==> src/rtl/updn_counter_bcd.sv <==
// rtl/updn_counter_bcd.sv - N-digit BCD up/down counter with debounced push buttons and 7-segment scan
//
// Purpose:
//   Two active-low buttons (up/down) are synchronised, debounced and edge
//   detected. Each accepted press steps a DIGITS-wide BCD counter up or down.
//   At the count limits, i_Mode selects wrap or saturate behaviour. The count
//   is shown on a time-multiplexed, active-low 7-segment display and mirrored
//   (least significant digit) on four LEDs.
//
// Configuration:
//   AUTO_REPEAT_EN - when defined, holding exactly one button issues extra
//                    steps after RPT_DELAY clocks and then every RPT_PERIOD
//                    clocks. When undefined, one step per press only.
//
// Ports:
//   i_Clk    system clock
//   i_Rst    asynchronous reset, active-high
//   i_Push   buttons, active-low; [1]=up, [0]=down
//   i_Mode   0=wrap, 1=saturate at the limits
//   o_Cnt    BCD count, digit k at [4k+3:4k]
//   o_Carry  one-clock pulse when the count wraps in either direction
//   o_LED    copy of o_Cnt[3:0]
//   o_Digit  one-hot digit enable, active-high
//   o_FND    segments of the enabled digit, active-low, bit0=a .. bit6=g

module updn_counter_bcd #(
    parameter int DIGITS     = 4,
    parameter int DB_CYCLES  = 500000,
    parameter int SCAN_DIV   = 50000,
    parameter int RPT_DELAY  = 25000000,
    parameter int RPT_PERIOD = 5000000
) (
    input  logic                  i_Clk,
    input  logic                  i_Rst,
    input  logic [1:0]            i_Push,
    input  logic                  i_Mode,
    output logic [4*DIGITS-1:0]   o_Cnt,
    output logic                  o_Carry,
    output logic [3:0]            o_LED,
    output logic [DIGITS-1:0]     o_Digit,
    output logic [6:0]            o_FND
);

    localparam int DB_W   = $clog2(DB_CYCLES + 1);
    localparam int SCAN_W = (SCAN_DIV > 1) ? $clog2(SCAN_DIV) : 1;
    localparam int DIG_W  = (DIGITS > 1) ? $clog2(DIGITS) : 1;

    // ------------------------------------------------------------------
    // Button path: synchroniser, debounce, press detect
    // ------------------------------------------------------------------
    logic [1:0]      r_sync1;
    logic [1:0]      r_sync2;
    logic [1:0]      r_sync_vld;
    logic [1:0]      r_db;
    logic [1:0]      r_db_d;
    logic [1:0]      r_armed;
    logic [DB_W-1:0] r_db_cnt [2];

    logic [1:0]      w_press;
    logic [1:0]      w_held;
    logic            w_hold_one;

    always_ff @(posedge i_Clk or posedge i_Rst) begin
        if (i_Rst) begin
            r_sync1     <= 2'b11;
            r_sync2     <= 2'b11;
            r_sync_vld  <= 2'b00;
            r_db        <= 2'b11;
            r_db_d      <= 2'b11;
            r_armed     <= 2'b00;
            r_db_cnt[0] <= '0;
            r_db_cnt[1] <= '0;
        end else begin
            r_sync1    <= i_Push;
            r_sync2    <= r_sync1;
            r_sync_vld <= {r_sync_vld[0], 1'b1};
            r_db_d     <= r_db;
            for (int k = 0; k < 2; k++) begin
                if (r_sync2[k] == r_db[k]) begin
                    r_db_cnt[k] <= '0;
                end else if (r_db_cnt[k] == DB_W'(DB_CYCLES)) begin
                    r_db[k]     <= r_sync2[k];
                    r_db_cnt[k] <= '0;
                end else begin
                    r_db_cnt[k] <= r_db_cnt[k] + 1'b1;
                end
                // The synchroniser resets to "released", so a button held
                // through reset would otherwise look like a fresh press once
                // its low level is debounced. A channel only becomes live after
                // it has really been seen released (valid synchroniser output
                // agreeing with a released debounced level).
                if (r_sync_vld[1] && r_sync2[k] && r_db[k])
                    r_armed[k] <= 1'b1;
            end
        end
    end

    assign w_press    = r_armed & r_db_d & ~r_db;
    assign w_held     = r_armed & ~r_db;
    assign w_hold_one = (w_held == 2'b01) || (w_held == 2'b10);

    // ------------------------------------------------------------------
    // Auto-repeat hold timer
    // ------------------------------------------------------------------
    logic [1:0] w_rpt;

`ifdef AUTO_REPEAT_EN
    localparam int RPT_MAX = (RPT_DELAY > RPT_PERIOD) ? RPT_DELAY : RPT_PERIOD;
    localparam int RPT_W   = $clog2(RPT_MAX + 1);

    logic [RPT_W-1:0] r_rpt_cnt;
    logic             r_rpt_first;
    logic [RPT_W-1:0] w_rpt_tgt;
    logic             w_rpt_fire;

    // The timer is 0 on the press cycle and 1 right after it, so matching
    // RPT_DELAY places the first extra step exactly RPT_DELAY clocks after
    // the press step; reloading to 1 gives RPT_PERIOD spacing afterwards.
    assign w_rpt_tgt  = r_rpt_first ? RPT_W'(RPT_DELAY) : RPT_W'(RPT_PERIOD);
    assign w_rpt_fire = w_hold_one && (r_rpt_cnt == w_rpt_tgt);
    assign w_rpt      = w_rpt_fire ? w_held : 2'b00;

    always_ff @(posedge i_Clk or posedge i_Rst) begin
        if (i_Rst) begin
            r_rpt_cnt   <= '0;
            r_rpt_first <= 1'b1;
        end else if (!w_hold_one) begin
            r_rpt_cnt   <= '0;
            r_rpt_first <= 1'b1;
        end else if (w_rpt_fire) begin
            r_rpt_cnt   <= RPT_W'(1);
            r_rpt_first <= 1'b0;
        end else begin
            r_rpt_cnt   <= r_rpt_cnt + 1'b1;
        end
    end
`else
    // Repeat parameters have no effect in this build; the sanity term only
    // keeps them referenced.
    localparam bit RPT_CFG_OK = (RPT_DELAY >= 1) && (RPT_PERIOD >= 1);
    assign w_rpt = {2{1'b0 & RPT_CFG_OK}};
    logic w_unused_hold;
    assign w_unused_hold = w_hold_one;
`endif

    // ------------------------------------------------------------------
    // BCD counter
    // ------------------------------------------------------------------
    logic [4*DIGITS-1:0] r_cnt;
    logic                r_carry;
    logic [4*DIGITS-1:0] w_inc;
    logic [4*DIGITS-1:0] w_dec;
    logic                w_at_max;
    logic                w_at_zero;
    logic                w_up;
    logic                w_dn;

    assign w_up = w_press[1] | w_rpt[1];
    assign w_dn = w_press[0] | w_rpt[0];

    // Ripple +1 / -1 through the digits; a carry (borrow) out of the top
    // digit means the count was all nines (all zeros).
    always_comb begin : p_bcd
        logic v_c;
        logic v_b;
        w_inc = r_cnt;
        w_dec = r_cnt;
        v_c   = 1'b1;
        v_b   = 1'b1;
        for (int k = 0; k < DIGITS; k++) begin
            if (v_c) begin
                if (r_cnt[4*k +: 4] == 4'd9) begin
                    w_inc[4*k +: 4] = 4'd0;
                end else begin
                    w_inc[4*k +: 4] = r_cnt[4*k +: 4] + 4'd1;
                    v_c = 1'b0;
                end
            end
            if (v_b) begin
                if (r_cnt[4*k +: 4] == 4'd0) begin
                    w_dec[4*k +: 4] = 4'd9;
                end else begin
                    w_dec[4*k +: 4] = r_cnt[4*k +: 4] - 4'd1;
                    v_b = 1'b0;
                end
            end
        end
        w_at_max  = v_c;
        w_at_zero = v_b;
    end

    always_ff @(posedge i_Clk or posedge i_Rst) begin
        if (i_Rst) begin
            r_cnt   <= '0;
            r_carry <= 1'b0;
        end else begin
            r_carry <= 1'b0;
            if (w_up && !w_dn) begin
                if (!w_at_max) begin
                    r_cnt <= w_inc;
                end else if (!i_Mode) begin
                    r_cnt   <= w_inc;
                    r_carry <= 1'b1;
                end
            end else if (w_dn && !w_up) begin
                if (!w_at_zero) begin
                    r_cnt <= w_dec;
                end else if (!i_Mode) begin
                    r_cnt   <= w_dec;
                    r_carry <= 1'b1;
                end
            end
        end
    end

    // ------------------------------------------------------------------
    // Display scan
    // ------------------------------------------------------------------
    function automatic logic [6:0] f_seg(input logic [3:0] v);
        case (v)
            4'd0:    f_seg = 7'b1000000;
            4'd1:    f_seg = 7'b1111001;
            4'd2:    f_seg = 7'b0100100;
            4'd3:    f_seg = 7'b0110000;
            4'd4:    f_seg = 7'b0011001;
            4'd5:    f_seg = 7'b0010010;
            4'd6:    f_seg = 7'b0000010;
            4'd7:    f_seg = 7'b1111000;
            4'd8:    f_seg = 7'b0000000;
            4'd9:    f_seg = 7'b0010000;
            default: f_seg = 7'h7F;
        endcase
    endfunction

    logic [SCAN_W-1:0] r_scan_cnt;
    logic [DIG_W-1:0]  r_dig_idx;
    logic [DIGITS-1:0] r_digit;
    logic [6:0]        r_fnd;
    logic              w_scan_tick;
    logic [DIG_W-1:0]  w_nxt_idx;
    logic [DIGITS-1:0] w_digit_nxt;
    logic [3:0]        w_nxt_val;

    assign w_scan_tick = (r_scan_cnt == SCAN_W'(SCAN_DIV - 1));
    assign w_nxt_idx   = (r_dig_idx == DIG_W'(DIGITS - 1)) ? '0 : r_dig_idx + 1'b1;

    always_comb begin
        w_digit_nxt = '0;
        w_nxt_val   = 4'd0;
        for (int k = 0; k < DIGITS; k++) begin
            if (DIG_W'(k) == w_nxt_idx) begin
                w_digit_nxt[k] = 1'b1;
                w_nxt_val      = r_cnt[4*k +: 4];
            end
        end
    end

    // Segments are decoded for the digit about to be enabled so that o_FND
    // and o_Digit change together on the scan tick.
    always_ff @(posedge i_Clk or posedge i_Rst) begin
        if (i_Rst) begin
            r_scan_cnt <= '0;
            r_dig_idx  <= '0;
            r_digit    <= DIGITS'(1);
            r_fnd      <= 7'b1000000;
        end else if (w_scan_tick) begin
            r_scan_cnt <= '0;
            r_dig_idx  <= w_nxt_idx;
            r_digit    <= w_digit_nxt;
            r_fnd      <= f_seg(w_nxt_val);
        end else begin
            r_scan_cnt <= r_scan_cnt + 1'b1;
        end
    end

    assign o_Cnt   = r_cnt;
    assign o_Carry = r_carry;
    assign o_LED   = r_cnt[3:0];
    assign o_Digit = r_digit;
    assign o_FND   = r_fnd;

endmodule

==> config.mk <==
export PLATFORM = sky130hd
export DESIGN_NAME = updn_counter_bcd
export DESIGN_NICKNAME = d
export VERILOG_FILES = /design/src/rtl/updn_counter_bcd.sv
export SDC_FILE = /design/constraint.sdc
export NUM_CORES = 1
export LEC_CHECK = 0
export ABC_AREA = 0
export CAP_MARGIN = 30
export CORE_MARGIN = 2
export CORE_UTILIZATION = 45
export DETAILED_ROUTE_END_ITERATION = 12
export DONT_BUFFER_PORTS = 1
export SYNTH_ARGS = -nofsm -noshare
export SYNTH_HDL_FRONTEND = slang
export SYNTH_SLANG_ARGS = --single-unit
==> constraint.sdc <==
create_clock -name i_Clk -period 9.81 [get_ports i_Clk]
set_input_delay 2.943 -clock i_Clk [delete_from_list [all_inputs] [get_ports i_Clk]]
set_output_delay 2.943 -clock i_Clk [all_outputs]
set_load 0.01 [all_outputs]
==> impl_metrics.toml, run 1 <==
[status]
run_status = "complete, no violations"

[power]
net_switching_uw = 172
power-per-cell-area_mw_per_mm2 = 136
share_clk_of_total_power_pct = 45.7
cell_internal_pwr_uw = 602
power.ir.vdd_worst_uv = 66.4
combinationalPowerShare_pct = 2.3
power_switching_share_pct = 22.2
sequentialPowerShare_pct = 52.0
power.leakage_nw = 2.42

[finish]
nNetsFinal = 561
fin_util_pct = 49.3
ff_latch_area_mm2 = 0.00241
final_common_cell = "sky130_fd_sc_hd__dfrtp_1"
multiInputGateArea_mm2 = 0.00267
diodes = 0
area.growth.synth_to_final_pct = 5.98
post_route_cells_drive_above_1_share_pct = 9.91
mostFrequentLayoutCells = "sky130_fd_sc_hd__dfrtp_1 (86), sky130_fd_sc_hd__nor2_1 (71), sky130_fd_sc_hd__nand2_1 (48), sky130_fd_sc_hd__xor2_1 (32), sky130_fd_sc_hd__xnor2_1 (30)"
n_fill_cell = 1087

[place]
place_congestion = 0.799
dp_hpwl_mm = 7.13
io_buffers = 0
dp_slack_ps = 5490

[setup_path]
arrival_ps = 1150
crit_path_start_kind = "flip-flop"
worstRegToRegCells = 8
largest_fanout_on_the_critical_path = 16
critical_path_required_ps = 6870
cp_num_cells = 0
path_type_of_the_worst_setup_path = "flip-flop to primary output"
timing.critical_path.to_type = "primary output"

[cts]
worst_skew_pair.late_latency_ps = 350
tritoncts = "yes"
post_cts_hold_buffer_count = 0
clock-sinks = 96
root_driver = "sky130_fd_sc_hd__clkbuf_16"
post-cts-setup-buffers = 0
clk_path_buf_depth = 2
cts.reportedPaths.clkPinSlew_ps = 70
cts_made_buffers = 9
ctsResizeCount = 0
level_count_of_the_clock_h_tree = 3

[global_route]
overflow = 0
wire_length_of_the_first_global_routing_pass_mm = 18.3
first_global_vias = 3799
gr-usage-all-layers_pct = 17.7
antenna_found_initial = 0
largest_net_degree_at_the_start_of_global_routing = 63

[sta]
maxSlewHeadroom_pct = 51.5
setup_ws_ps = 5710
setup_viol_count_final = 0
min_tclk_post_route_ps = 4100
finClkSkew_ps = 7.37
grt_setup_unrepaired = "false"
max_transition_viols_final = 0
final.setup.tns_ps = 0
fmax_mhz = 244
worst_pin_slew_ps = 726
final.period_utilization_pct = 41.8
fin_hold_ws_ps = 350
timing_hold_violations_final = 0

[floorplan]
starting_utilization_of_the_core_area_pct = 46.5
dieHeight_um = 113
design.die.area_mm2 = 0.0128
core_region_area_mm2 = 0.0116
rows = 39
num_io_pins = 37
die_width_um = 113

[routing]
num_vias = 3857
remaining_drc_errors = 0
drt-initial-drc-count = 394
dr.pass1.iters = 4
detail_route.wirelength_mm = 10.6
avgViaCountPerCell = 5.61
antenna_violating_nets_post_route = 0
wl_per_cell_um = 15.4

[yosys]
post_synthesis_sequential_area_ratio_pct = 44.9
synth_area_mm2 = 0.00538
syn_avg_cell_area_um2 = 9.59
yosysWarnings = 0
post-synth-top-area-cell = "sky130_fd_sc_hd__dfrtp_1"
syn-instance-count = 561
postSynth.asyncResetShare_pct = 100
synth_enable_flop_cells = 0
synth_cell_types = 74
yosys.area.top_type_share_pct = 40.0
synth_flop_cell = "sky130_fd_sc_hd__dfrtp_1"
synth_fp_nets = 582
netlist_top_cells_area = "sky130_fd_sc_hd__dfrtp_1 (40%), sky130_fd_sc_hd__xor2_1 (5.2%), sky130_fd_sc_hd__nor2_1 (5.0%), sky130_fd_sc_hd__dfstp_2 (4.9%), sky130_fd_sc_hd__xnor2_1 (4.9%)"
ys_seq_elements = 96

[min_path]
worstHoldPathCells = 0
path_type_of_the_worst_min_delay_path = "flip-flop to flip-flop"

[job]
max-cap-violations = 0
metal layers:
layer / track usage (%) / up-vias / wire [µm]
li1: - / 1901 / -
met1: 22.2 / 1878 / 4880
met2: 29.1 / 63 / 5070
met3: 3.48 / 15 / 390
met4: 9.02 / 0 / 229
met5: 0 / - / 0
synth_stat cells, types with 4 or more instances:
library cell               instances
sky130_fd_sc_hd__a21oi_1          10
sky130_fd_sc_hd__a31oi_1          11
sky130_fd_sc_hd__and3_1            8
sky130_fd_sc_hd__and4_1            4
sky130_fd_sc_hd__buf_2            15
sky130_fd_sc_hd__buf_4             7
sky130_fd_sc_hd__clkbuf_1          8
sky130_fd_sc_hd__dfrtp_1          86
sky130_fd_sc_hd__dfstp_2          10
sky130_fd_sc_hd__ha_1             16
sky130_fd_sc_hd__inv_1            25
sky130_fd_sc_hd__nand2_1          48
sky130_fd_sc_hd__nand3_1          28
sky130_fd_sc_hd__nand3b_1          5
sky130_fd_sc_hd__nand4_1          13
sky130_fd_sc_hd__nor2_1           71
sky130_fd_sc_hd__nor3_1           23
sky130_fd_sc_hd__nor4_1            4
sky130_fd_sc_hd__nor4b_1           4
sky130_fd_sc_hd__o21ai_0          14
sky130_fd_sc_hd__o31ai_1          10
sky130_fd_sc_hd__or3_1             6
sky130_fd_sc_hd__xnor2_1          30
sky130_fd_sc_hd__xor2_1           32
kinds of logic after synthesis:
logic type | Yosys count | share of synthesized area [%]
compound gates | 79 | 11.1
buf+inv | 60 | 5.46
flops | 96 | 44.9
xor+xnor | 62 | 10.1
simple gates | 245 | 24.3
fa+ha+maj | 16 | 3.72
other cells | 1 | 0.0697
mux | 2 | 0.418
worst paths after layout:
kind / end / slack, ps / from
worst max-delay path: o_Cnt[0] / 5710 / o_Cnt[0]$_DFFE_PP0P_
worst min-delay path: r_sync_vld[1]$_DFF_PP0_ / 350 / r_sync_vld[0]$_DFF_PP0_
worst max register to register: o_Cnt[13]$_DFFE_PP0P_ / 7210 / r_db[1]$_DFFE_PP1P_
worst min register to register: r_sync_vld[1]$_DFF_PP0_ / 350 / r_sync_vld[0]$_DFF_PP0_
max in group asynchronous: r_db[1]$_DFFE_PP1P_ / 6480 / i_Rst
min in group asynchronous: r_scan_cnt[3]$_DFF_PP0_ / 2380 / i_Rst
metrics by stage:
step                      cell area [µm²]  power [mW]  std cells
after detailed placement             5410       0.429        672
final                                5700       0.774        688
after global placement               5380       0.427        671
after CTS                            5700       0.786        688
after global routing                 5700       0.807        688
after floorplan                      5380       0.422        561
flip-flops by register name, indices dropped and copies added (netlist names):
| signal | flops |
|---|---|
| o_Carry | 1 |
| r_sync2 | 2 |
| r_sync_vld | 2 |
| r_db | 2 |
| r_db_d | 2 |
| o_Digit | 4 |
| o_FND | 7 |
| o_Cnt | 16 |
| r_sync1 | 2 |
| r_db_cnt | 38 |
| r_scan_cnt | 16 |
| r_armed | 2 |
| r_dig_idx | 2 |
power by group through the flow:
| stage | clock [mW] | combinational (mW) | sequential [mW] |
|---|---|---|---|
| after CTS | 0.365 | 0.0190 | 0.402 |
| after detailed placement | 0 | 0.0189 | 0.410 |
| after floorplan | 0 | 0.0132 | 0.409 |
| after global placement | 0 | 0.0171 | 0.410 |
| final | 0.354 | 0.0179 | 0.402 |
| after global routing | 0.383 | 0.0213 | 0.403 |
final cells by class:
cell class	count	area share, %
repair buffers	3	0.746
flip-flops and latches	96	42.3
well taps	143	3.14
inverters	25	1.69
clock buffers	9	3.95
multi-input cells	405	46.9
clock inverters	7	1.27
worst reg2reg max path, cell delays in order (launching register included):
cell and delay [ps]:
sky130_fd_sc_hd__dfstp_2 570, sky130_fd_sc_hd__and3b_1 200, sky130_fd_sc_hd__ha_1 210, sky130_fd_sc_hd__buf_4 240
sky130_fd_sc_hd__or3_4 430, sky130_fd_sc_hd__nand4b_4 200, sky130_fd_sc_hd__o21a_4 260, sky130_fd_sc_hd__o41ai_2 270
sky130_fd_sc_hd__o31ai_1 110
Power figures use the tool's default switching activity.
==> inputs of run 2 (changes only) <==
- clock period: 9.81 -> 4.2 ns (I/O delays scaled with it)
==> impl_metrics.toml, run 2 (same netlist as run 1, synthesis figures left out) <==
[min_path]
worstHoldStart = "r_sync_vld[0]$_DFF_PP0_"
timing.hold.worst_endpoint = "r_sync_vld[1]$_DFF_PP0_"
worstHoldPathCells = 0
path_type_of_the_worst_min_delay_path = "flip-flop to flip-flop"

[place]
dp_hpwl_mm = 7.20
io_buffers = 0
place_congestion = 0.838

[cts]
tritoncts = "yes"
worst_skew_pair.late_latency_ps = 340
post-cts-setup-buffers = 0
root_driver = "sky130_fd_sc_hd__clkbuf_16"
ctsResizeCount = 0
post_cts_hold_buffer_count = 0
cts.reportedPaths.clkPinSlew_ps = 70
clock-sinks = 96
cts_made_buffers = 9
level_count_of_the_clock_h_tree = 3
clk_path_buf_depth = 2

[job]
max-cap-violations = 0

[sta]
final.setup.tns_ps = 0
worst_pin_slew_ps = 759
maxSlewHeadroom_pct = 49.4
fin_hold_ws_ps = 348
setup_viol_count_final = 0
max_transition_viols_final = 0
finClkSkew_ps = 7.88
min_tclk_post_route_ps = 2890
timing_hold_violations_final = 0
final.period_utilization_pct = 68.8
grt_setup_unrepaired = "false"
fmax_mhz = 346

[status]
run_status = "complete, no violations"

[setup_path]
r2r_end = "o_Cnt[8]$_DFFE_PP0P_"
timing.critical_path.to_type = "flip-flop"
regToRegStartpoint = "r_db[0]$_DFFE_PP1P_"
critPathSlowestCell = "sky130_fd_sc_hd__ha_1"
worstRegToRegCells = 7
arrival_ps = 3110
ff2ff_setup_slack_ps = 1310
critical_path_required_ps = 4410
critical-path-max-stage-delay_ps = 580
crit_path_start_kind = "flip-flop"
path_type_of_the_worst_setup_path = "flip-flop to flip-flop"
worstPathCellList = "nand3b_1 -> ha_1 -> nand2_1 -> nor4_4 -> a41oi_2 -> and3_4 -> xor2_1"
largest_fanout_on_the_critical_path = 19

[routing]
num_vias = 3904
dr.pass1.iters = 4
avgViaCountPerCell = 5.67
drt-initial-drc-count = 360
detail_route.wirelength_mm = 10.6
wl_per_cell_um = 15.3
antenna_violating_nets_post_route = 0
remaining_drc_errors = 0

[finish]
largest_reg_flops = 38
mostFrequentLayoutCells = "sky130_fd_sc_hd__dfrtp_1 (86), sky130_fd_sc_hd__nor2_1 (71), sky130_fd_sc_hd__nand2_1 (48), sky130_fd_sc_hd__xor2_1 (32), sky130_fd_sc_hd__xnor2_1 (30)"
n_fill_cell = 1065
max_flop_register = "r_db_cnt"
area.growth.synth_to_final_pct = 5.77
ff_latch_area_mm2 = 0.00241
nNetsFinal = 562
diodes = 0
multiInputGateArea_mm2 = 0.00267
final_common_cell = "sky130_fd_sc_hd__dfrtp_1"
post_route_cells_drive_above_1_share_pct = 9.89

[floorplan]
design.die.area_mm2 = 0.0128
starting_utilization_of_the_core_area_pct = 46.5
die_width_um = 113
num_io_pins = 37
rows = 39
core_region_area_mm2 = 0.0116
dieHeight_um = 113

[power]
power.leakage_nw = 2.42
power.ir.vdd_worst_uv = 190
power-per-cell-area_mw_per_mm2 = 317

[global_route]
overflow = 0
antenna_found_initial = 0
largest_net_degree_at_the_start_of_global_routing = 62
gr-usage-all-layers_pct = 17.7
first_global_vias = 3853
wire_length_of_the_first_global_routing_pass_mm = 18.3
[run 2: changes by cell type in the layout (fill, tap and decap cells not counted)]
cell | previous run | this run
sky130_fd_sc_hd__clkinv_4 | 2 | 1
sky130_fd_sc_hd__clkbuf_1 | 0 | 1
sky130_fd_sc_hd__buf_4 | 2 | 4
sky130_fd_sc_hd__buf_16 | 1 | 0
sky130_fd_sc_hd__clkinvlp_4 | 2 | 1
sky130_fd_sc_hd__clkbuf_8 | 0 | 1
[run 2: through the flow]
stage | power, mW | area [µm²] | worst slack, ps | utilization (%) | cells
2_1_floorplan | 0.987 | 5380 | 451 | - | 561
3_3_place_gp | 0.998 | 5390 | 1410 | 46.6 | 673
3_5_place_dp | 1.00 | 5390 | 1290 | 46.6 | 673
4_1_cts | 1.84 | 5690 | 1290 | 49.2 | 689
5_1_grt | 1.88 | 5690 | 1090 | 49.2 | 689
6_report | 1.81 | 5690 | 1310 | 49.2 | 689
[run 2: layer usage]
metal	track usage (%)	vias to the layer above	routed length (µm)
met2	29.1	89	5060
met5	0	-	0
met4	9.35	0	304
met3	3.37	23	438
li1	-	1905	-
met1	22.1	1887	4750
[run 2: worst max-delay path by stage]
| stage | from | to | slack, ps | depth (start not counted) |
|---|---|---|---|---|
| after global placement | r_db[0]$_DFFE_PP1P_ | o_Cnt[8]$_DFFE_PP0P_ | 1410 | 7 |
| after floorplan | i_Rst | o_Carry$_DFF_PP0_ | 450 | 1 |
| final | r_db[0]$_DFFE_PP1P_ | o_Cnt[8]$_DFFE_PP0P_ | 1310 | 7 |
| after CTS | r_db[0]$_DFFE_PP1P_ | o_Cnt[8]$_DFFE_PP0P_ | 1290 | 7 |
| after detailed placement | r_db[0]$_DFFE_PP1P_ | o_Cnt[8]$_DFFE_PP0P_ | 1290 | 7 |
| after global routing | r_db[0]$_DFFE_PP1P_ | o_Cnt[10]$_DFFE_PP0P_ | 1090 | 7 |
[run 2: power breakdown]
group	internal, mW	switching (mW)
clock network	0.477	0.349
logic	0.00878	0.0307
registers	0.934	0.00650
total	1.42	0.386
[run 2: cell type report]
cell class	count	area share (%)
timing repair buffer	4	0.528
clock buffer	11	4.26
inverter	25	1.69
tap	143	3.14
clock inverter	5	0.989
multi-input combinational	405	47.0
sequential	96	42.4
[run 2: critical path, delay by kind of cell (launching register included)]
kind / cells / cell delay [ps]
xor+xnor: 1 / 130
fa+ha+maj: 1 / 580
flops: 1 / 570
simple gates: 4 / 1110
compound gates: 1 / 360
